$ cat src/rtl/dmem_store_unit_pkg.sv
// dmem_store_unit_pkg: store opcodes, bus size codes and FSM encoding for the data-side write path
package dmem_store_unit_pkg;
  localparam logic [5:0] OP_SB = 6'b101000;
  localparam logic [5:0] OP_SH = 6'b101001;
  localparam logic [5:0] OP_SW = 6'b101011;
  localparam logic [1:0] SIZE_BYTE = 2'd0;
  localparam logic [1:0] SIZE_HALF = 2'd1;
  localparam logic [1:0] SIZE_WORD = 2'd2;
  typedef enum logic [1:0] {S_IDLE = 2'd0, S_REQ = 2'd1, S_WAIT = 2'd2} state_e;
  function automatic logic is_store(input logic [5:0] op);
    return op == OP_SB || op == OP_SH || op == OP_SW;
  endfunction
endpackage

$ cat src/rtl/dmem_store_unit_align.sv
// dmem_store_unit_align: byte-lane formatting and alignment check for SB/SH/SW
module dmem_store_unit_align
  import dmem_store_unit_pkg::*;
(
  input  logic [5:0]  op,
  input  logic [1:0]  addr_lo,
  input  logic [31:0] rt,
  output logic [1:0]  size,
  output logic [31:0] wdata,
  output logic [3:0]  wstrb,
  output logic        misalign
);
  always_comb begin
    size     = op == OP_SB ? SIZE_BYTE : op == OP_SH ? SIZE_HALF : SIZE_WORD;
    wdata    = op == OP_SB ? {4{rt[7:0]}} : op == OP_SH ? {2{rt[15:0]}} : rt;
    wstrb    = op == OP_SB ? 4'b0001 << addr_lo : op == OP_SH ? (addr_lo[1] ? 4'b1100 : 4'b0011) : 4'b1111;
    misalign = (op == OP_SH && addr_lo[0]) || (op == OP_SW && addr_lo != 2'b00);
  end
endmodule

$ cat src/rtl/dmem_store_unit.sv
// dmem_store_unit: turns MEM-stage SB/SH/SW into sram-like write transactions and stalls until acknowledged
module dmem_store_unit
  import dmem_store_unit_pkg::*;
#(
  parameter logic [31:0] UNMAPPED_MASK = 32'h1FFF_FFFF
) (
  input  logic        clk,
  input  logic        resetn,
  input  logic        st_valid,
  input  logic [5:0]  st_op,
  input  logic [31:0] st_addr,
  input  logic [31:0] st_rt,
  input  logic        st_cancel,
  input  logic        flush,
  output logic        st_stall,
  output logic        st_ades,
  output logic [31:0] st_badvaddr,
  output logic        data_req,
  output logic        data_wr,
  output logic [1:0]  data_size,
  output logic [31:0] data_addr,
  output logic [31:0] data_wdata,
  output logic [3:0]  data_wstrb,
  input  logic        data_addr_ok,
  input  logic        data_data_ok
);
  state_e      state_q, state_d;
  logic [1:0]  size_q, size_d, fmt_size;
  logic [31:0] addr_q, addr_d, wdata_q, wdata_d, fmt_wdata;
  logic [3:0]  wstrb_q, wstrb_d, fmt_wstrb;
  logic        store, misalign, start;

  dmem_store_unit_align u_align (
    .op       (st_op),
    .addr_lo  (st_addr[1:0]),
    .rt       (st_rt),
    .size     (fmt_size),
    .wdata    (fmt_wdata),
    .wstrb    (fmt_wstrb),
    .misalign (misalign)
  );

  assign store = is_store(st_op);
  assign start = state_q == S_IDLE && st_valid && store && !misalign && !st_cancel && !flush;

  always_ff @(posedge clk or negedge resetn) begin
    if (!resetn) begin
      state_q <= S_IDLE;
      size_q  <= '0;
      addr_q  <= '0;
      wdata_q <= '0;
      wstrb_q <= '0;
    end else begin
      state_q <= state_d;
      size_q  <= size_d;
      addr_q  <= addr_d;
      wdata_q <= wdata_d;
      wstrb_q <= wstrb_d;
    end
  end

  // A flush only aborts a request the bus has not yet accepted; an accepted write always drains.
  always_comb begin
    state_d = state_q;
    case (state_q)
      S_IDLE:  state_d = start ? S_REQ : S_IDLE;
      S_REQ:   state_d = data_addr_ok ? (data_data_ok ? S_IDLE : S_WAIT) : (flush ? S_IDLE : S_REQ);
      S_WAIT:  state_d = data_data_ok ? S_IDLE : S_WAIT;
      default: state_d = S_IDLE;
    endcase
    size_d  = start ? fmt_size : size_q;
    addr_d  = start ? (st_addr[31:30] == 2'b10 ? st_addr & UNMAPPED_MASK : st_addr) : addr_q;
    wdata_d = start ? fmt_wdata : wdata_q;
    wstrb_d = start ? fmt_wstrb : wstrb_q;
  end

  // Stall drops in the completion cycle so the store leaves MEM exactly once.
  always_comb begin
    data_req    = state_q == S_REQ;
    data_wr     = data_req;
    data_size   = size_q;
    data_addr   = addr_q;
    data_wdata  = wdata_q;
    data_wstrb  = wstrb_q;
    st_ades     = st_valid && store && misalign && !st_cancel;
    st_badvaddr = st_ades ? st_addr : '0;
    st_stall    = start || (state_q == S_REQ && !(data_addr_ok && data_data_ok))
                  || (state_q == S_WAIT && !data_data_ok);
  end
endmodule

$ cat config.mk
export PLATFORM = sky130hd
export DESIGN_NAME = dmem_store_unit
export DESIGN_NICKNAME = d
export VERILOG_FILES = /design/src/rtl/dmem_store_unit_pkg.sv /design/src/rtl/dmem_store_unit_align.sv /design/src/rtl/dmem_store_unit.sv
export SDC_FILE = /design/constraint.sdc
export NUM_CORES = 1
export LEC_CHECK = 0
export BUFFER_PORTS_ARGS = -buffer_cell sky130_fd_sc_hd__buf_2
export CAP_MARGIN = 20
export CORE_UTILIZATION = 42
export CTS_CLUSTER_SIZE = 40
export DETAILED_ROUTE_END_ITERATION = 12
export GPL_ROUTABILITY_DRIVEN = 0
export PLACE_DENSITY = 0.77
export REMOVE_ABC_BUFFERS = 1
export SYNTH_ARGS = -nofsm -noshare
export SYNTH_HDL_FRONTEND = slang
export SYNTH_SLANG_ARGS = --single-unit
$ cat constraint.sdc
create_clock -name clk -period 1.7 [get_ports clk]
set_input_delay 0.17 -clock clk [delete_from_list [all_inputs] [get_ports clk]]
set_output_delay 0.17 -clock clk [all_outputs]
set_load 0.02 [all_outputs]
==> impl_metrics.env <==
export IMPL_fin_skew_ns=0.007458
export IMPL_clk_latency_ns=0.34
export IMPL_grt_pass1_wl_mm=14.51
export IMPL_min_period_ns=2.011
export IMPL_overflow=0
export IMPL_fmaxAchievable_ghz=0.4973
export IMPL_r2r_slack_ns=-0.31
export IMPL_postPlaceCellArea_um2=4931
export IMPL_syn_area_um2=3770
export IMPL_status="finished, violations left"
export IMPL_drtPass1Iterations=4
export IMPL_preCtsSetupSlack_ns=-0.1517
export IMPL_synthArstFlopShare_pct=100.0
export IMPL_criticalPathCategory="flop to flop"
export IMPL_crit_reg2reg_launch="state_q[1]"
export IMPL_core_area_um2=8721
export IMPL_dp_cells=553
export IMPL_cap_violations=0
export IMPL_boundaryPins=183
export IMPL_synth_cell_types=27
export IMPL_cts_root_buffer_cell="clkbuf_8"
export IMPL_fin_ws_ns=-0.3107
export IMPL_yosys_area_top_type="dfrtp_1"
export IMPL_hp_class="input port to flop"
export IMPL_ctsHtreeMaxLevel=3
export IMPL_grt_pass1_vias=2812
export IMPL_dp_hpwl_mm=6.369
export IMPL_ant_nets=0
export IMPL_seq_area_frac_synth_pct=47.79
export IMPL_switchingPower_mw=1.185
export IMPL_die_x_um=96.74
export IMPL_routed_wl_mm=10.04
export IMPL_start_kind="flop"
export IMPL_nNetsFinal=555
export IMPL_clk_path_buf_depth=2
export IMPL_synth_edff_count=0
export IMPL_worstSetupEndpointType="flop"
export IMPL_cts_tree="done"
export IMPL_drt_iter0_markers=44
export IMPL_antenna_found_initial=0
export IMPL_vias=2836
export IMPL_grt_max_degree=41
export IMPL_cts_buffers=9
export IMPL_cts_sinks=72
export IMPL_n_fill_cell=670
export IMPL_viasPerCell=4.799
export IMPL_min_period_over_period_pct=118.3
export IMPL_diodes=0
export IMPL_stdcell_area_um2=5809
export IMPL_yosys_most_used_dff="dfrtp_1"
export IMPL_synth_top_cell_area_share_pct=47.79
export IMPL_synth_cells=256
export IMPL_io_buffers=182
export IMPL_required_ns=1.92
export IMPL_rsz0062_at_grt="yes"
export IMPL_path_clk_slew_ns=0.08
export IMPL_critPathMaxFanout=8
export IMPL_synth_area_leaders="dfrtp_1 48%, mux2_4 25%, mux2_2 9.9%, and2_1 5.0%, buf_12 3.7%"
export IMPL_power_frac_clock_pct=31.5
export IMPL_synth_area_per_cell_um2=14.73
export IMPL_dieArea_um2=9359
export IMPL_slew_headroom_pct=65.02
export IMPL_initial_utilization_pct=43.23
export IMPL_yosys_warnings=0
export IMPL_r2r_cells=7
export IMPL_power_internal_mw=2.952
export IMPL_hold_viol=0
export IMPL_comb_power_share_pct=21.3
export IMPL_min_delay_path_depth=2
export IMPL_hp_start="st_addr[13]"
export IMPL_p_sw_share_pct=28.65
export IMPL_p_leak_nw=3.068
export IMPL_grtUsageTotal_pct=19.35
export IMPL_critPathLaunch="state_q[1]"
export IMPL_irDropWorstVdd_v=0.0004641
export IMPL_holdPathEnd="data_addr[13]"
export IMPL_power_density_nw_per_um2=712.2
export IMPL_p_seq_share_pct=47.2
export IMPL_area_growth_pct=54.10
export IMPL_drcViolationCount=0
export IMPL_num_rows=34
export IMPL_whs_ns=0.07475
export IMPL_layout_drive_gt1_share_pct=77.43
export IMPL_ys_ff_latch=72
export IMPL_slew_viol_final=0
export IMPL_power_mw=4.138
export IMPL_layoutNonFillerInstCount=591
export IMPL_arrival_ns=2.23
export IMPL_synthTopCellsByCount="72 x dfrtp_1, 63 x mux2_4, 33 x mux2_2, 30 x and2_1, 7 x buf_12"
export IMPL_r2r_end="data_addr[9]"
export IMPL_violations="setup timing"
export IMPL_wl_per_cell_um=16.98
export IMPL_setup_violations=71
export IMPL_die_h_um=96.74
export IMPL_tightest_slew_ns=0.5246
export IMPL_post_synth_top_count_cell="dfrtp_1"
[timing repair]
action / 4_1_cts / 5_1_grt
setup endpoints to repair: 96 / 97
endpoints found under the hold margin: 40 / 0
buffers inserted: 4 / 8
gates resized for setup: 4 / 118
hold buffers: 2 / 0
gates cloned: 0 / 9
pin swaps: 3 / 33
[critical path: stages (launching register included)]
cell       delay (ns)
dfrtp_1          0.40
or3_4            0.38
nor3b_4          0.24
buf_12           0.14
buf_4            0.11
buf_12           0.15
clkbuf_16        0.18
mux2_4           0.30
[layout make-up]
cell class                 count  area [um^2]  share of cell area (%)
multi-input combinational    163         1871                   32.20
sequential                    72         1802                   31.01
timing repair buffer         226         1787                   30.76
clock buffer                  12        165.2                   2.843
tap                          108        135.1                   2.326
clock inverter                 4        27.53                  0.4738
inverter                       6        22.52                  0.3877
[kinds of logic after synthesis]
| group | count (synthesis) | share of synthesized area [%] |
|---|---|---|
| compound gates | 9 | 1.427 |
| mux | 102 | 36.61 |
| flops | 72 | 47.79 |
| buf+inv | 21 | 5.476 |
| simple gates | 52 | 8.696 |
[registers in the layout, indices dropped and copies added (netlist names)]
| name | cells |
|---|---|
| data_wstrb | 4 |
| state_q | 2 |
| data_size | 2 |
| data_addr | 32 |
| data_wdata | 32 |
[worst max-delay path by stage]
stage | slack [ns] | to | cells past startpoint
5_1_grt | -0.37 | st_stall | 6
6_report | -0.31 | data_addr[9] | 7
4_1_cts | -0.27 | st_stall | 6
3_3_place_gp | -0.13 | data_wdata[25] | 5
3_5_place_dp | -0.15 | data_addr[24] | 5
2_1_floorplan | -4.06 | data_wdata[19] | 3
[power groups by stage]
stage	Sequential (mW)	Combinational, mW	Clock (mW)
floorplan	2.17	0.286	0
global placement	1.98	0.835	0
detailed placement	1.98	0.859	0
CTS	1.95	0.865	1.34
global route	1.97	0.941	1.43
finish	1.95	0.881	1.30
[routing by layer]
layer / up-vias / wire [um] / global-route usage (%)
met2: 126 / 4918 / 30.34
met1: 1374 / 4388 / 25.91
li1: 1325 / - / -
met5: - / 0 / 0
met4: 0 / 114 / 5.511
met3: 11 / 616 / 5.925
[through the flow]
stage / utilization (%) / TNS [ns]
after floorplan: - / -295.44
after global placement: 56.54 / -6.175
after detailed placement: 56.54 / -7.423
after CTS: 59.40 / -14.07
after global routing: 66.61 / -21.70
final: 66.61 / -16.53
[cells in the final DEF, fill, tap and decap left out, types with 6 or more instances in the layout]
cell type  netlist  layout
and2_4           0      30
buf_12           7      11
buf_2            2     147
inv_1            6       6
buf_4            1      17
clkbuf_16        0       7
buf_6            1      36
mux2_2          33      32
clkbuf_8         0      12
mux2_4          63      65
dfrtp_1         72      72
nand2_1          6       6
(Power assumes the default switching activity.)
